`src/rtl/vischain_accum_if.sv`:
```
// Bundles the partial-sum input, visibility output and status signals of vischain_accum.
interface vischain_accum_if #(
  parameter int LENGTH = 3,
  parameter int ADDER  = 4,
  parameter int COUNT  = 5
);
  localparam int CBITS = $clog2(COUNT + 1);
  localparam int ACCUM = ADDER + $clog2(COUNT);

  logic [CBITS-1:0]          cfg_count_i;
  logic                      par_valid_i;
  logic [LENGTH*ADDER-1:0]   par_real_i;
  logic [LENGTH*ADDER-1:0]   par_imag_i;
  logic                      par_busy_o;
  logic                      vis_valid_o;
  logic                      vis_ready_i;
  logic                      vis_first_o;
  logic                      vis_last_o;
  logic signed [ACCUM-1:0]   vis_real_o;
  logic signed [ACCUM-1:0]   vis_imag_o;
  logic                      overrun_o;
  logic                      overflow_o;

  modport master (
    output cfg_count_i, par_valid_i, par_real_i, par_imag_i, vis_ready_i,
    input  par_busy_o, vis_valid_o, vis_first_o, vis_last_o, vis_real_o, vis_imag_o,
           overrun_o, overflow_o
  );

  modport slave (
    input  cfg_count_i, par_valid_i, par_real_i, par_imag_i, vis_ready_i,
    output par_busy_o, vis_valid_o, vis_first_o, vis_last_o, vis_real_o, vis_imag_o,
           overrun_o, overflow_o
  );
endinterface

```
`src/rtl/vischain_accum.sv`:
```
// Serialising multi-frame visibility accumulator with a FWFT output FIFO.
// Optional VISCHAIN_ACCUM_DROPCNT_EN adds a saturating dropped-result counter.
module vischain_accum #(
  parameter int LENGTH = 3,
  parameter int ADDER  = 4,
  parameter int COUNT  = 5,
  parameter int CBITS  = $clog2(COUNT + 1),
  parameter int OBUF   = 4
) (
  input  logic            clock,
  input  logic            reset,
  vischain_accum_if.slave bus
`ifdef VISCHAIN_ACCUM_DROPCNT_EN
  , output logic [15:0]   drop_count_o
`endif
);
  localparam int ACCUM = ADDER + $clog2(COUNT);
  localparam int IW    = (LENGTH > 1) ? $clog2(LENGTH) : 1;
  localparam int PW    = (COUNT > 1) ? $clog2(COUNT) : 1;
  localparam int AW    = $clog2(OBUF);
  localparam logic [IW-1:0] LAST = IW'(LENGTH - 1);

  logic signed [ADDER-1:0] shad_re [LENGTH];
  logic signed [ADDER-1:0] shad_im [LENGTH];
  logic signed [ACCUM-1:0] bin_re  [LENGTH];
  logic signed [ACCUM-1:0] bin_im  [LENGTH];
  logic [IW-1:0]           idx;
  logic                    busy;
  logic [PW-1:0]           pass;
  logic [PW-1:0]           n_last;
  logic                    overrun;

  logic signed [ACCUM-1:0] mem_re [OBUF];
  logic signed [ACCUM-1:0] mem_im [OBUF];
  logic                    mem_first [OBUF];
  logic                    mem_last  [OBUF];
  logic [AW-1:0]           rd_ptr;
  logic [AW-1:0]           wr_ptr;
  logic [AW:0]             level;

  logic                    final_step;
  logic                    capture;
  logic                    push_req;
  logic                    push_ok;
  logic                    pop;
  logic                    drop;
  logic [PW-1:0]           pass_after;
  logic [CBITS-1:0]        cfg_m1;
  logic signed [ACCUM-1:0] sum_re;
  logic signed [ACCUM-1:0] sum_im;
  logic [AW-1:0]           rd_next;
  logic [AW:0]             remain;
  logic [AW:0]             level_next;

  // Control decode: capture/overrun, pass advance, FIFO push/pop bookkeeping.
  always_comb begin
    final_step = busy && (idx == LAST);
    capture    = bus.par_valid_i && (!busy || final_step);
    push_req   = busy && (pass == n_last);
    if (final_step) begin
      pass_after = (pass == n_last) ? '0 : pass + PW'(1);
    end else begin
      pass_after = pass;
    end
    if (bus.cfg_count_i == '0) begin
      cfg_m1 = '0;
    end else if (bus.cfg_count_i > CBITS'(COUNT)) begin
      cfg_m1 = CBITS'(COUNT - 1);
    end else begin
      cfg_m1 = bus.cfg_count_i - CBITS'(1);
    end
    sum_re     = ACCUM'(shad_re[idx]) + bin_re[idx];
    sum_im     = ACCUM'(shad_im[idx]) + bin_im[idx];
    pop        = bus.vis_valid_o && bus.vis_ready_i;
    push_ok    = push_req && ((level != (AW+1)'(OBUF)) || pop);
    drop       = push_req && !push_ok;
    rd_next    = pop ? rd_ptr + AW'(1) : rd_ptr;
    remain     = pop ? level - (AW+1)'(1) : level;
    level_next = push_ok ? remain + (AW+1)'(1) : remain;
  end

  // Shadow capture, serialiser and per-bin accumulation.
  always_ff @(posedge clock) begin
    if (reset) begin
      for (int k = 0; k < LENGTH; k++) begin
        shad_re[k] <= '0;
        shad_im[k] <= '0;
        bin_re[k]  <= '0;
        bin_im[k]  <= '0;
      end
      idx     <= '0;
      busy    <= 1'b0;
      pass    <= '0;
      n_last  <= '0;
      overrun <= 1'b0;
    end else begin
      if (bus.par_valid_i && busy && !final_step) begin
        overrun <= 1'b1;
      end
      if (capture) begin
        for (int k = 0; k < LENGTH; k++) begin
          shad_re[k] <= bus.par_real_i[ADDER*k +: ADDER];
          shad_im[k] <= bus.par_imag_i[ADDER*k +: ADDER];
        end
        // A block boundary is the pass value the new strobe will see.
        if (pass_after == '0) begin
          n_last <= cfg_m1[PW-1:0];
        end
      end
      if (busy) begin
        bin_re[idx] <= push_req ? '0 : sum_re;
        bin_im[idx] <= push_req ? '0 : sum_im;
      end
      pass <= pass_after;
      if (capture) begin
        idx  <= '0;
        busy <= 1'b1;
      end else if (final_step) begin
        idx  <= '0;
        busy <= 1'b0;
      end else if (busy) begin
        idx  <= idx + IW'(1);
      end
    end
  end

  // FIFO storage; queued words are discarded by resetting the pointers.
  always_ff @(posedge clock) begin
    if (push_ok) begin
      mem_re[wr_ptr]    <= sum_re;
      mem_im[wr_ptr]    <= sum_im;
      mem_first[wr_ptr] <= (idx == '0);
      mem_last[wr_ptr]  <= final_step;
    end
  end

  // FIFO pointers and registered head word (first-word-fall-through).
  always_ff @(posedge clock) begin
    if (reset) begin
      rd_ptr          <= '0;
      wr_ptr          <= '0;
      level           <= '0;
      bus.vis_valid_o <= 1'b0;
      bus.vis_real_o  <= '0;
      bus.vis_imag_o  <= '0;
      bus.vis_first_o <= 1'b0;
      bus.vis_last_o  <= 1'b0;
      bus.overflow_o  <= 1'b0;
    end else begin
      if (push_ok) begin
        wr_ptr <= wr_ptr + AW'(1);
      end
      if (drop) begin
        bus.overflow_o <= 1'b1;
      end
      rd_ptr <= rd_next;
      level  <= level_next;
      if (remain != '0) begin
        bus.vis_valid_o <= 1'b1;
        bus.vis_real_o  <= mem_re[rd_next];
        bus.vis_imag_o  <= mem_im[rd_next];
        bus.vis_first_o <= mem_first[rd_next];
        bus.vis_last_o  <= mem_last[rd_next];
      end else if (push_ok) begin
        bus.vis_valid_o <= 1'b1;
        bus.vis_real_o  <= sum_re;
        bus.vis_imag_o  <= sum_im;
        bus.vis_first_o <= (idx == '0);
        bus.vis_last_o  <= final_step;
      end else begin
        bus.vis_valid_o <= 1'b0;
        bus.vis_real_o  <= '0;
        bus.vis_imag_o  <= '0;
        bus.vis_first_o <= 1'b0;
        bus.vis_last_o  <= 1'b0;
      end
    end
  end

`ifdef VISCHAIN_ACCUM_DROPCNT_EN
  // Saturating count of results lost to a full FIFO.
  always_ff @(posedge clock) begin
    if (reset) begin
      drop_count_o <= 16'h0000;
    end else if (drop && (drop_count_o != 16'hFFFF)) begin
      drop_count_o <= drop_count_o + 16'h0001;
    end
  end
`endif

  assign bus.par_busy_o = busy;
  assign bus.overrun_o  = overrun;
endmodule

```
`src/flat_wrapper.sv`:
```
// flat-port wrapper written by rule: the top's interface ports become plain ports
module vischain_accum_flat 
#(
  parameter int LENGTH = 3,
  parameter int ADDER  = 4,
  parameter int COUNT  = 5,
  parameter int CBITS  = $clog2(COUNT + 1),
  parameter int OBUF   = 4
)
  (clock, reset, bus_cfg_count_i, bus_par_valid_i, bus_par_real_i, bus_par_imag_i, bus_vis_ready_i, bus_par_busy_o, bus_vis_valid_o, bus_vis_first_o, bus_vis_last_o, bus_vis_real_o, bus_vis_imag_o, bus_overrun_o, bus_overflow_o);
  vischain_accum_if #(.LENGTH(LENGTH), .ADDER(ADDER), .COUNT(COUNT)) bus_i ();
  input  logic clock;
  input  logic reset;
  input wire logic [$bits(bus_i.cfg_count_i)-1:0] bus_cfg_count_i;
  input wire logic [$bits(bus_i.par_valid_i)-1:0] bus_par_valid_i;
  input wire logic [$bits(bus_i.par_real_i)-1:0] bus_par_real_i;
  input wire logic [$bits(bus_i.par_imag_i)-1:0] bus_par_imag_i;
  input wire logic [$bits(bus_i.vis_ready_i)-1:0] bus_vis_ready_i;
  output wire logic [$bits(bus_i.par_busy_o)-1:0] bus_par_busy_o;
  output wire logic [$bits(bus_i.vis_valid_o)-1:0] bus_vis_valid_o;
  output wire logic [$bits(bus_i.vis_first_o)-1:0] bus_vis_first_o;
  output wire logic [$bits(bus_i.vis_last_o)-1:0] bus_vis_last_o;
  output wire logic [$bits(bus_i.vis_real_o)-1:0] bus_vis_real_o;
  output wire logic [$bits(bus_i.vis_imag_o)-1:0] bus_vis_imag_o;
  output wire logic [$bits(bus_i.overrun_o)-1:0] bus_overrun_o;
  output wire logic [$bits(bus_i.overflow_o)-1:0] bus_overflow_o;
  assign bus_i.cfg_count_i = bus_cfg_count_i;
  assign bus_i.par_valid_i = bus_par_valid_i;
  assign bus_i.par_real_i = bus_par_real_i;
  assign bus_i.par_imag_i = bus_par_imag_i;
  assign bus_i.vis_ready_i = bus_vis_ready_i;
  assign bus_par_busy_o = bus_i.par_busy_o;
  assign bus_vis_valid_o = bus_i.vis_valid_o;
  assign bus_vis_first_o = bus_i.vis_first_o;
  assign bus_vis_last_o = bus_i.vis_last_o;
  assign bus_vis_real_o = bus_i.vis_real_o;
  assign bus_vis_imag_o = bus_i.vis_imag_o;
  assign bus_overrun_o = bus_i.overrun_o;
  assign bus_overflow_o = bus_i.overflow_o;
  vischain_accum #(.LENGTH(LENGTH), .ADDER(ADDER), .COUNT(COUNT), .CBITS(CBITS), .OBUF(OBUF)) u_core (.clock(clock), .reset(reset), .bus(bus_i));
endmodule
```
`config.mk`:
```
export PLATFORM = sky130hd
export DESIGN_NAME = vischain_accum_flat
export DESIGN_NICKNAME = d
export VERILOG_FILES = /design/src/rtl/vischain_accum_if.sv /design/src/rtl/vischain_accum.sv /design/src/flat_wrapper.sv
export SDC_FILE = /design/constraint.sdc
export NUM_CORES = 1
export LEC_CHECK = 0
export ABC_AREA = 1
export CORE_AREA = 2 2 156 143
export CTS_CLUSTER_SIZE = 12
export DETAILED_ROUTE_END_ITERATION = 16
export DIE_AREA = 0 0 158 145
export REMOVE_ABC_BUFFERS = 1
export SYNTH_ARGS = -nofsm -noshare
export SYNTH_HDL_FRONTEND = slang
export SYNTH_SLANG_ARGS = --single-unit
```
`constraint.sdc`:
```
create_clock -name clock -period 4.5 [get_ports clock]
set_clock_uncertainty 0.1 [all_clocks]
set_input_delay 0.9 -clock clock [delete_from_list [all_inputs] [get_ports clock]]
set_output_delay 0.9 -clock clock [all_outputs]
set_load 0.03 [all_outputs]
```
==> results of run 1 <==
==> metrics by stage <==
| step | utilization | hold slack (ns) |
|---|---|---|
| 6_report | 0.457 | 0.373 |
| 5_1_grt | 0.457 | 0.397 |
| 4_1_cts | 0.457 | 0.377 |
| 3_5_place_dp | 0.430 | 0.352 |
| 3_3_place_gp | 0.430 | 0.355 |
| 2_1_floorplan | - | 0.390 |
==> power breakdown <==
group	switching (uW)	internal (uW)	total, uW
registers	60.0	2040	2100
clock network	658	771	1430
logic	912	438	1350
total	1630	3250	4880
==> flip-flops by register name (all words and copies together), names as in the netlist, 4 cells and up, named ones only <==
name                   count
u_core.bus.vis_real_o      7
u_core.shad_re            12
u_core.bin_im             28
u_core.bin_re             28
u_core.shad_im            12
u_core.mem_last            4
u_core.mem_re             28
u_core.mem_im             28
u_core.mem_first           4
u_core.bus.vis_imag_o      7
==> final cells by class <==
| class | count | area, sq um | share of cell area |
|---|---|---|---|
| sequential | 181 | 5060 | 0.520 |
| multi-input combinational | 528 | 2770 | 0.285 |
| timing repair buffer | 62 | 591 | 0.0607 |
| clock buffer | 19 | 464 | 0.0477 |
| inverter | 98 | 368 | 0.0378 |
| tap | 291 | 364 | 0.0374 |
| clock inverter | 13 | 115 | 0.0118 |
==> layer usage <==
layer	up-vias	GRT usage	wire length, um
li1	2869	-	-
met1	2673	0.218	8160
met2	89	0.267	8480
met3	14	0.0355	819
met4	0	0.0365	169
met5	-	0	0
==> cells by family after synthesis <==
group,Yosys count,share of synthesized area
flip-flops,181,0.605
AND/OR/NAND/NOR,359,0.182
multiplexers,1,0.00269
AO/OA/AOI/OAI,127,0.0858
adder cells (fa/ha/maj),30,0.0467
buffers and inverters,131,0.0636
XOR/XNOR,11,0.0142
==> how the worst min path moves through the flow <==
stage	startpoint	slack, ns	end
6_report	u_core.bus.overrun_o	0.37	u_core.bus.overrun_o
5_1_grt	u_core.bus.overflow_o	0.40	u_core.bus.overflow_o
4_1_cts	u_core.bus.overflow_o	0.38	u_core.bus.overflow_o
3_5_place_dp	u_core.bus.overrun_o	0.35	u_core.bus.overrun_o
3_3_place_gp	u_core.bus.overflow_o	0.36	u_core.bus.overflow_o
2_1_floorplan	u_core.pass[1]	0.39	u_core.pass[1]
==> synth_stat cells (3+ instances only) <==
library cell	instances
inv_2	8
dfxtp_1	37
nand3_2	3
clkbuf_1	15
nand2_2	13
o211ai_1	5
o22ai_1	12
or2_2	6
ha_1	28
inv_1	90
nand4_1	4
o21ai_0	37
nand2_1	136
buf_2	14
nand3_1	24
nor2_1	162
a21oi_1	32
o21ai_1	24
xor2_1	5
xnor2_1	3
edfxtp_1	144
a21oi_2	8
==> impl_metrics.toml, run 1 <==
[cts]
root_buffer = "clkbuf_16"
cts_sinks = 181
post_cts_buffers = 0
clkTransAtPathRegs_ns = 0.07
clockBufferDepth = 2
ctsResizeCount = 0
cts_inserted_buffers = 17
ctsHoldBuffers = 0
clk_latency_ns = 0.42
h-tree-depth = 4
cts_tree = "yes"

[timing]
relSlewSlack = 0.309
worst_pin_slew_ns = 1.04
setup_slack_ns = 1.39
max_freq_mhz = 322
tns_ns = 0
period_needed_ns = 3.11
hold_viol = 0
drv_slew = 0
fin_crit_sh = 0.691
setup_viol = 0
grt_setup_unrepaired = "false"

[logic_synthesis]
synth_enable_flop_cells = 144
ys_ff_latch = 181
synth_top_area_frac = 0.517
async_flop_share = 0
synth_area_sq_um = 8370
synth.area.top_cells = "edfxtp_1 52%, dfxtp_1 8.9%, nor2_1 7.3%, nand2_1 6.1%, ha_1 4.2%"
ys_seq_area_frac = 0.605
synth.largest_area_cell = "edfxtp_1"
yosys_warnings = 0
syn_area_per_cell_sq_um = 9.96
netlist_instances = 840
ys.flop_type = "edfxtp_1"
ys_types = 44

[floorplan]
dieArea_sq_um = 22900
ios = 51
placement_rows = 51
core_area_sq_um = 21300
die_h_um = 145
die_w_um = 158
start_util = 0.393

[layout]
fill_cells = 2073
layout.nets = 949
final_cell_mix = "162 x nor2_1, 144 x edfxtp_1, 136 x nand2_1, 90 x inv_1, 50 x clkdlybuf4s50_1"
design_area_sq_um = 9740
area_delta_synth_final_pct = 16.4
drive_gt1_frac = 0.104
layout.cells.non_filler = 1192
layout_commonest_cell = "nor2_1"
diodes = 0

[worst_setup_path]
max_stage_delay_ns = 0.49
worstSetupPathType = "register to register"
cp.required_ns = 4.56
path_depth = 13
end_kind = "register"
cp_max_fo = 36
endpoint = "u_core.bin_re[2][6]"
ff2ff_path_depth = 13
path_cells = "inv_2 > o21ai_0 > o22ai_1 > ha_1 > inv_1 > fa_1 > inv_1 > nand4_1 > nor2b_1 > nand3_1 > nand2_1 > nand2_1 > nor2_1"
arrival_ns = 3.17
slowest_stage = "inv_2"
rrSetupSlack_ns = 1.39
timing.rr.end = "u_core.bin_re[2][6]"
crit_family = "simple AND/OR/NAND/NOR gates"
path_buf_inv = 3
cp-start-kind = "register"

[route]
drt_first_pass_iters = 4
ant_nets = 0
drt-wirelength-per-cell_um = 14.8
routed_via_density = 4.74
drc = 0
drtIter0Drc = 344
wl_um = 17600
vias = 5645

[place]
post_dp_cell_area_sq_um = 9160
placed_cells = 1160
gp_congestion = 0.761
pre_cts_slack_ns = 1.16
dp_hpwl_um = 11200
portBuffers = 50

[global_routing]
grt_usage = 0.162
grt_overflow_total = 0
grt_pass1_wl_um = 28700
grt_start_max_net_pins = 37
antenna_found_initial = 0
grt_pass1_vias = 5617

[min_path]
holdCritPathClass = "register to register"
hold_depth = 1

[power]
vdd_ir_drop_max_v = 0.000252
p_leak_uw = 0.00398
total_power_uw = 4880
cellPowerDensity_nw_per_um2 = 501

[outcome]
outcome = "finished clean"

[job]
max_cap_violations = 0
No activity file was read; power rests on OpenSTA's default activity.
==> run 2: changes to the inputs <==
Clock period 4.5 ns to 3.1 ns, I/O delays scaled along.
==> run 2 against run 1 <==
Clock-buffer cell count fell by 1. Sequential power grew 46%. Core utilization up 0.82 points. Clock power rose by 46%. Wire length down 1.3%. Worst setup slack got worse by 1.1 ns. Highest routed layer unchanged.
==> impl_metrics.toml, run 2 (synthesis results as in run 1) <==
[outcome]
outcome = "finished clean"

[cts]
clockBufferDepth = 2
ctsResizeCount = 0
cts_inserted_buffers = 17
root_buffer = "clkbuf_16"
ctsHoldBuffers = 0
h-tree-depth = 4
clk_latency_ns = 0.42
cts_sinks = 181
clkTransAtPathRegs_ns = 0.07
cts_tree = "yes"
post_cts_buffers = 0

[global_routing]
grt_pass1_vias = 5565
busiest_layer = "met2"
grt_overflow_total = 0
grt_pass1_wl_um = 28500
grt_usage = 0.162
antenna_found_initial = 0
use_met3 = 0.0343
use_met1 = 0.214
grt_start_max_net_pins = 33
met2_usage = 0.268

[route]
drt-wirelength-per-cell_um = 14.4
drc = 0
drtIter0Drc = 353
wl_um = 17400
vias = 5701
drt_first_pass_iters = 7
routed_via_density = 4.70
ant_nets = 0

[layout]
design_area_sq_um = 9910
area_delta_synth_final_pct = 18.5
layout.nets = 969
layout_commonest_cell = "nor2_1"
fill_cells = 2037
diodes = 0
seqCellArea_sq_um = 5060
drive_gt1_frac = 0.124
final_cell_mix = "162 x nor2_1, 144 x edfxtp_1, 136 x nand2_1, 90 x inv_1, 50 x clkdlybuf4s50_1"
multi_input_area_sq_um = 2770

[min_path]
hold_start = "u_core.bus.overrun_o"
holdCritPathClass = "register to register"
whs_endpoint = "u_core.bus.overrun_o"
hold_depth = 1

[timing]
setup_viol = 0
relSlewSlack = 0.639
worst_pin_slew_ns = 0.541
tns_ns = 0
period_needed_ns = 2.82
grt_setup_unrepaired = "false"
max_freq_mhz = 355
fin_crit_sh = 0.908
hold_viol = 0
drv_slew = 0

[worst_setup_path]
path_cells = "buf_4 > a21oi_1 > a21oi_1 > ha_1 > inv_1 > fa_1 > inv_1 > nand4_1 > nor2b_1 > nand3_1 > nand2_1 > nand2_1 > nor2_1"
ff2ff_path_depth = 13
end_kind = "register"
worstSetupPathType = "register to register"
max_stage_delay_ns = 0.53
slowest_stage = "dfxtp_1"
cp-start-kind = "register"
cp_max_fo = 15
rrSetupSlack_ns = 0.28
arrival_ns = 2.89
timing.rr.end = "u_core.bin_re[0][6]"
cp.required_ns = 3.18

[power]
switchingPower_uw = 2350
internal_power_uw = 4810
pwr-share-comb = 0.280
power.share.switching = 0.328
pwr-share-seq = 0.428
p_clk_frac = 0.292
vdd_ir_drop_max_v = 0.000396
cellPowerDensity_nw_per_um2 = 723
p_leak_uw = 0.00409

[floorplan]
dieArea_sq_um = 22900
placement_rows = 51
start_util = 0.393
die_w_um = 158
core_area_sq_um = 21300
die_h_um = 145
ios = 51

[job]
max_cap_violations = 0

[place]
gp_congestion = 0.816
portBuffers = 50
post_dp_cell_area_sq_um = 9330
dp_hpwl_um = 11600
==> run 2: changes by cell type in the layout (fill, tap and decap cells not counted) <==
cell | before | now
buf_4 | 12 | 30
buf_12 | 0 | 2
inv_6 | 4 | 6
bufinv_16 | 0 | 1
clkbuf_16 | 18 | 17
clkinv_8 | 1 | 0
clkinvlp_4 | 4 | 3
==> run 2: worst max path at each step <==
stage                               start                        to  slack [ns]  cells after the start
after floorplan                  register       u_core.bin_im[1][6]        0.15                     15
after global placement    bus_vis_ready_i  u_core.bus.vis_imag_o[6]        0.30                      8
after detailed placement  bus_vis_ready_i  u_core.bus.vis_imag_o[6]        0.27                      8
after CTS                        register       u_core.bin_re[1][5]        0.28                     14
after global routing             register       u_core.bin_re[0][6]        0.03                     13
final                            register       u_core.bin_re[0][6]        0.28                     13
==> run 2: worst max-delay path: cells and delay by family (launching register included) <==
| kind | cells | cell delay (ns) |
|---|---|---|
| and+or+nand+nor | 6 | 0.66 |
| DFF | 1 | 0.53 |
| buffers and inverters | 3 | 0.43 |
| adders and majority gates | 2 | 0.61 |
| AOI/OAI and AO/OA | 2 | 0.22 |
==> run 2: power by group through the flow <==
stage	logic [uW]	registers, uW	clock network, uW
floorplan	1100	3300	0
global placement	2000	3130	0
detailed placement	2030	3130	0
CTS	2040	3070	2130
global route	2250	3090	2240
finish	2010	3060	2090
==> run 2: stage by stage <==
stage	worst slack, ns	total power, uW	util	hold slack, ns	std cells
detailed placement	0.267	5150	0.438	0.359	1180
global route	0.0319	7580	0.465	0.389	1212
floorplan	0.147	4400	-	0.390	807
finish	0.284	7160	0.465	0.372	1212
global placement	0.304	5130	0.438	0.348	1180
CTS	0.281	7240	0.465	0.380	1212
==> run 2: layout make-up <==
cell class	instances	area share
Clock buffer	18	0.0443
Clock inverter	14	0.0140
Inverter	98	0.0371
Multi-Input combinational cell	528	0.280
Sequential cell	181	0.511
Tap cell	291	0.0367
Timing Repair Buffer	82	0.0773
==> run 2: per-layer routing <==
metal | up-vias | share of wire | routed length [um]
met5 | - | 0 | 0
met4 | 0 | 0.010 | 176
met3 | 12 | 0.039 | 687
met2 | 91 | 0.49 | 8480
met1 | 2688 | 0.46 | 8070
li1 | 2910 | - | -
